### src/rtl/syncer.sv
// Receives opponent frames over an asynchronous 3-wire serial link (sel/clk/data),
// validates them, and presents the record aligned with a snapshot of the local location.
module syncer #(
   parameter int unsigned DATA_WIDTH = 89
) (
   input  logic                  clk_pixel_in,
   input  logic                  rst_in,
   input  logic [62:0]           location_in,
   input  logic                  location_in_valid,
   input  logic                  data_in,
   input  logic                  data_clk_in,
   input  logic                  sel_in,
   output logic [62:0]           player_location_out,
   output logic [DATA_WIDTH-1:0] opponent_data_out,
   output logic                  opponent_scored_out,
   output logic                  data_out_valid
);

   localparam int unsigned FRAME_W = DATA_WIDTH + 1;
   localparam int unsigned CNT_W   = $clog2(FRAME_W + 2);
   localparam logic [CNT_W-1:0] CNT_FULL = CNT_W'(FRAME_W);
   localparam logic [CNT_W-1:0] CNT_OVER = CNT_W'(FRAME_W + 1);

   logic sel_meta, sel_sync;
   logic dclk_meta, dclk_sync;
   logic data_meta, data_sync;

   logic sel_active_q, dclk_q;
   logic start_p, end_p, shift_p, bit_p;
   logic sel_active_c, dclk_rise_c;

   logic [FRAME_W-1:0] shreg;
   logic [CNT_W-1:0]   bit_cnt;
   logic [62:0]        loc_q;
   logic               frame_ok_c;

   // 2-flop synchronizers; reset to the idle line levels so release makes no edge
   always_ff @(posedge clk_pixel_in or negedge rst_in) begin
      if (!rst_in) begin
         sel_meta  <= 1'b1;
         sel_sync  <= 1'b1;
         dclk_meta <= 1'b0;
         dclk_sync <= 1'b0;
         data_meta <= 1'b0;
         data_sync <= 1'b0;
      end else begin
         sel_meta  <= sel_in;
         sel_sync  <= sel_meta;
         dclk_meta <= data_clk_in;
         dclk_sync <= dclk_meta;
         data_meta <= data_in;
         data_sync <= data_meta;
      end
   end

   // History keeps "frame active" (inverted sel), so its reset value of 0 means idle
   assign sel_active_c = ~sel_sync;
   assign dclk_rise_c  = dclk_sync & ~dclk_q;

   always_ff @(posedge clk_pixel_in or negedge rst_in) begin
      if (!rst_in) begin
         sel_active_q <= 1'b0;
         dclk_q       <= 1'b0;
         start_p      <= 1'b0;
         end_p        <= 1'b0;
         shift_p      <= 1'b0;
         bit_p        <= 1'b0;
      end else begin
         sel_active_q <= sel_active_c;
         dclk_q       <= dclk_sync;
         start_p      <= sel_active_c & ~sel_active_q;
         end_p        <= ~sel_active_c & sel_active_q;
         shift_p      <= dclk_rise_c & sel_active_c;
         bit_p        <= data_sync;
      end
   end

   // Shift register and saturating bit counter; a start pulse wins over a shift
   always_ff @(posedge clk_pixel_in or negedge rst_in) begin
      if (!rst_in) begin
         shreg   <= '0;
         bit_cnt <= '0;
      end else if (start_p) begin
         shreg   <= '0;
         bit_cnt <= '0;
      end else if (shift_p) begin
         if (bit_cnt < CNT_FULL) begin
            shreg   <= {shreg[FRAME_W-2:0], bit_p};
            bit_cnt <= bit_cnt + CNT_W'(1);
         end else begin
            bit_cnt <= CNT_OVER;
         end
      end
   end

   always_ff @(posedge clk_pixel_in or negedge rst_in) begin
      if (!rst_in) begin
         loc_q <= '0;
      end else if (location_in_valid) begin
         loc_q <= location_in;
      end
   end

   assign frame_ok_c = (bit_cnt == CNT_FULL) && shreg[FRAME_W-1];

   // A strobe in the acceptance cycle bypasses the latch so the newest location is used
   always_ff @(posedge clk_pixel_in or negedge rst_in) begin
      if (!rst_in) begin
         player_location_out <= '0;
         opponent_data_out   <= '0;
         opponent_scored_out <= 1'b0;
         data_out_valid      <= 1'b0;
      end else begin
         data_out_valid <= 1'b0;
         if (end_p && frame_ok_c) begin
            opponent_data_out   <= shreg[DATA_WIDTH-1:0];
            opponent_scored_out <= shreg[0];
            player_location_out <= location_in_valid ? location_in : loc_q;
            data_out_valid      <= 1'b1;
         end
      end
   end

endmodule

### config.mk
export PLATFORM = sky130hd
export DESIGN_NAME = syncer
export DESIGN_NICKNAME = d
export VERILOG_FILES = /design/src/rtl/syncer.sv
export SDC_FILE = /design/constraint.sdc
export NUM_CORES = 1
export LEC_CHECK = 0
export ABC_AREA = 1
export BUFFER_PORTS_ARGS = -buffer_cell sky130_fd_sc_hd__buf_2
export CAP_MARGIN = 10
export CORE_MARGIN = 4
export CORE_UTILIZATION = 50
export CTS_CLUSTER_SIZE = 14
export DETAILED_ROUTE_END_ITERATION = 16
export PLACE_DENSITY = 0.7
export SLEW_MARGIN = 15
export SYNTH_ARGS = -nofsm -noshare
export SYNTH_HDL_FRONTEND = slang
export SYNTH_SLANG_ARGS = --single-unit
### constraint.sdc
create_clock -name clk_pixel_in -period 4.2 [get_ports clk_pixel_in]
set_input_delay 0.21 -clock clk_pixel_in [delete_from_list [all_inputs] [get_ports clk_pixel_in]]
set_output_delay 0.21 -clock clk_pixel_in [all_outputs]
set_load 0.01 [all_outputs]
==> flow_metrics.tcl <==
set metrics [dict create \
    min_from "data_sync" \
    synth-warning-count 0 \
    hold_path_depth 0 \
    cp-end-kind "flop" \
    tritoncts "built" \
    nFillCells 2045 \
    grt_max_degree 133 \
    synth_edf_count 0 \
    period_needed_ns 2.78 \
    nets 1670 \
    post_drt_via_cell_ratio 4.82 \
    cts.clk_slew.worst_paths_ns 0.06 \
    grt_pass1_vias 9663 \
    run_status "finished, final reports clean" \
    die_x_um 168 \
    cp-start-kind "flop" \
    avgSynthCellArea_um2 9.55 \
    yosysTopAreaCell "dfrtp_1" \
    clk_latency_ns 0.50 \
    synth_fp_nets 1405 \
    tightest_slew_ns 1.13 \
    cts_root_buf "clkbuf_16" \
    antenna_cells 0 \
    cp-endpoint "player_location_out[18]" \
    cp_max_fo 111 \
    period_share_pct 66.2 \
    synth_ff_type "dfrtp_1" \
    path_class "flop to flop" \
    setup_viol 0 \
    firstDrtPassIters 4 \
    antenna_found_initial 0 \
    r2r_setup_slack_ns 1.42 \
    clock-sinks 325 \
    drt_iter0_drc 634 \
    dieHeight_um 168 \
    rr_startpoint "bit_cnt[0]" \
    required_ns 4.63 \
    ys_async_sr_fraction_pct 100 \
    rsz0062_at_grt "no" \
    ys_seq_elements 325 \
    max_slew_margin_pct 24.6 \
    grt_usage_pct 20.3 \
    setup_tns_ns 0 \
    synth.area.top_cells "dfrtp_1 (63%), nand2_1 (17%), mux2_2 (5.6%)" \
    power_density_nw_per_um2 433 \
    rows 58 \
    dp_hpwl_um 16500 \
    hold_class "flop to flop" \
    routedWlPerCell_um 14.4 \
    reg2reg_to "player_location_out[18]" \
    drc 0 \
    syn2layout_area_growth_pct 25.1 \
    drtAntennaViolNets 0 \
    grt_pass1_wl_um 48200 \
    portBuffers 222 \
    wl_um 28200 \
    peakVddDrop_mv 0.280 \
    synth.top_cell.area_share_pct 63.4 \
    yosysSeqAreaShare_pct 63.8 \
    finalHoldViolCount 0 \
    syn_inst 1334 \
    leakage_nw 8.05 \
    max_freq_mhz 359 \
    finalMaxSlewViolations 0 \
    numCtsBuffers 35 \
    gp_congestion 0.787 \
    ioPinCount 223 \
    reg2regPathDepth 8 \
    skew_ns 0.0124 \
    cts_resized 0 \
    coreArea_um2 25100 \
    cts_buffer_depth 3 \
    yosysMostFrequentCell "nand2_1" \
    synthDistinctLibCells 25 \
    dieArea_um2 28100 \
    holdWs_ns 0.349 \
    maxCapViolations 0 \
    syn-cell-area_um2 12700 \
    initial_utilization_pct 50.8 \
    overflow 0 \
    h-tree-depth 2 \
    critPathArrivalTime_ns 3.21 \
    cp-startpoint "bit_cnt[0]" \
    yosys-top-cells-count "nand2_1 (565), dfrtp_1 (323), inv_1 (98), nor2_1 (96), mux2_2 (63)" \
    layout-drive-gt1-share_pct 22.3 \
    vias 9429 \
]
sequential cells by signal, summed over array words and instances (netlist names):
name	count
shreg	90
opponent_data_out	89
loc_q	63
player_location_out	63
bit_cnt	7
bit_p	1
data_meta	1
data_out_valid	1
data_sync	1
dclk_meta	1
dclk_q	1
dclk_sync	1
end_p	1
sel_active_q	1
sel_meta	1
sel_sync	1
shift_p	1
start_p	1
placed cells by master (no fill, tap or decap), types with 4 or more instances in the layout:
cell type / count
nand2_1: 565
dfrtp_1: 322
buf_2: 221
inv_1: 98
nor2_1: 96
dlygate4sd3_1: 67
mux2_2: 63
o21ai_1: 48
o21ai_0: 46
clkbuf_16: 37
bufinv_16: 7
nand3_1: 6
clkinv_2: 6
clkbuf_8: 4
buf_4: 4
per-stage QoR:
stage | cell area [um^2] | power (W) | setup WS [ns] | instances | utilization [%]
floorplan | 12700 | 0.00341 | 2.77 | 1334 | -
global placement | 14000 | 0.00354 | 1.44 | 1825 | 55.7
detailed placement | 14000 | 0.00355 | 1.41 | 1825 | 55.7
CTS | 15900 | 0.00699 | 1.36 | 1955 | 63.5
global route | 15900 | 0.00716 | 1.13 | 1955 | 63.5
finish | 15900 | 0.00690 | 1.42 | 1955 | 63.5
report_power, final:
| group | total [W] | internal (W) | switching (W) |
|---|---|---|---|
| Clock | 0.00337 | 0.00212 | 0.00125 |
| Combinational | 0.000295 | 0.000136 | 0.000159 |
| Sequential | 0.00324 | 0.00320 | 0.0000362 |
cells by family after synthesis:
family | synth area share, %
flops | 63.8
simple gates | 20.2
buf+inv | 6.27
fa+ha+maj | 0.196
compound gates | 3.93
mux | 5.57
final cells by class:
cell class	count	area (um^2)	share of cell area, %
Sequential cell	325	8140	51.1
Tap cell	330	413	2.59
Clock buffer	44	992	6.22
Inverter	100	375	2.35
Timing Repair Buffer	297	1890	11.9
Clock inverter	19	297	1.86
Multi-Input combinational cell	840	3830	24.0
how the worst min path moves through the flow:
stage          slack, ns    endpoint
3_5_place_dp        0.33    sel_meta
4_1_cts             0.33    sel_meta
5_1_grt             0.34    sel_meta
6_report            0.35       bit_p
3_3_place_gp        0.33    sel_meta
2_1_floorplan      -0.09  bit_cnt[0]
critical path, cell delays in order (launching register included):
cell	delay, ns
dfrtp_1	0.39
inv_1	0.10
ha_1	0.16
nand2_1	0.05
nor2_1	0.29
nand2_8	0.41
inv_2	0.97
nand2_1	0.15
nand2_1	0.09
repair_timing:
action                    in CTS  in global routing
hold endpoints to repair     185                  0
buffers inserted               0                  0
hold buffers                  67                  0
routing by layer:
layer	GRT usage, %	vias to the layer above	wire [um]
li1	-	4616	-
met1	28.3	4509	12600
met2	33.1	251	13200
met3	3.94	53	1670
met4	5.65	0	716
met5	0	-	0
Note: power is estimated with default switching activity, not from simulation.
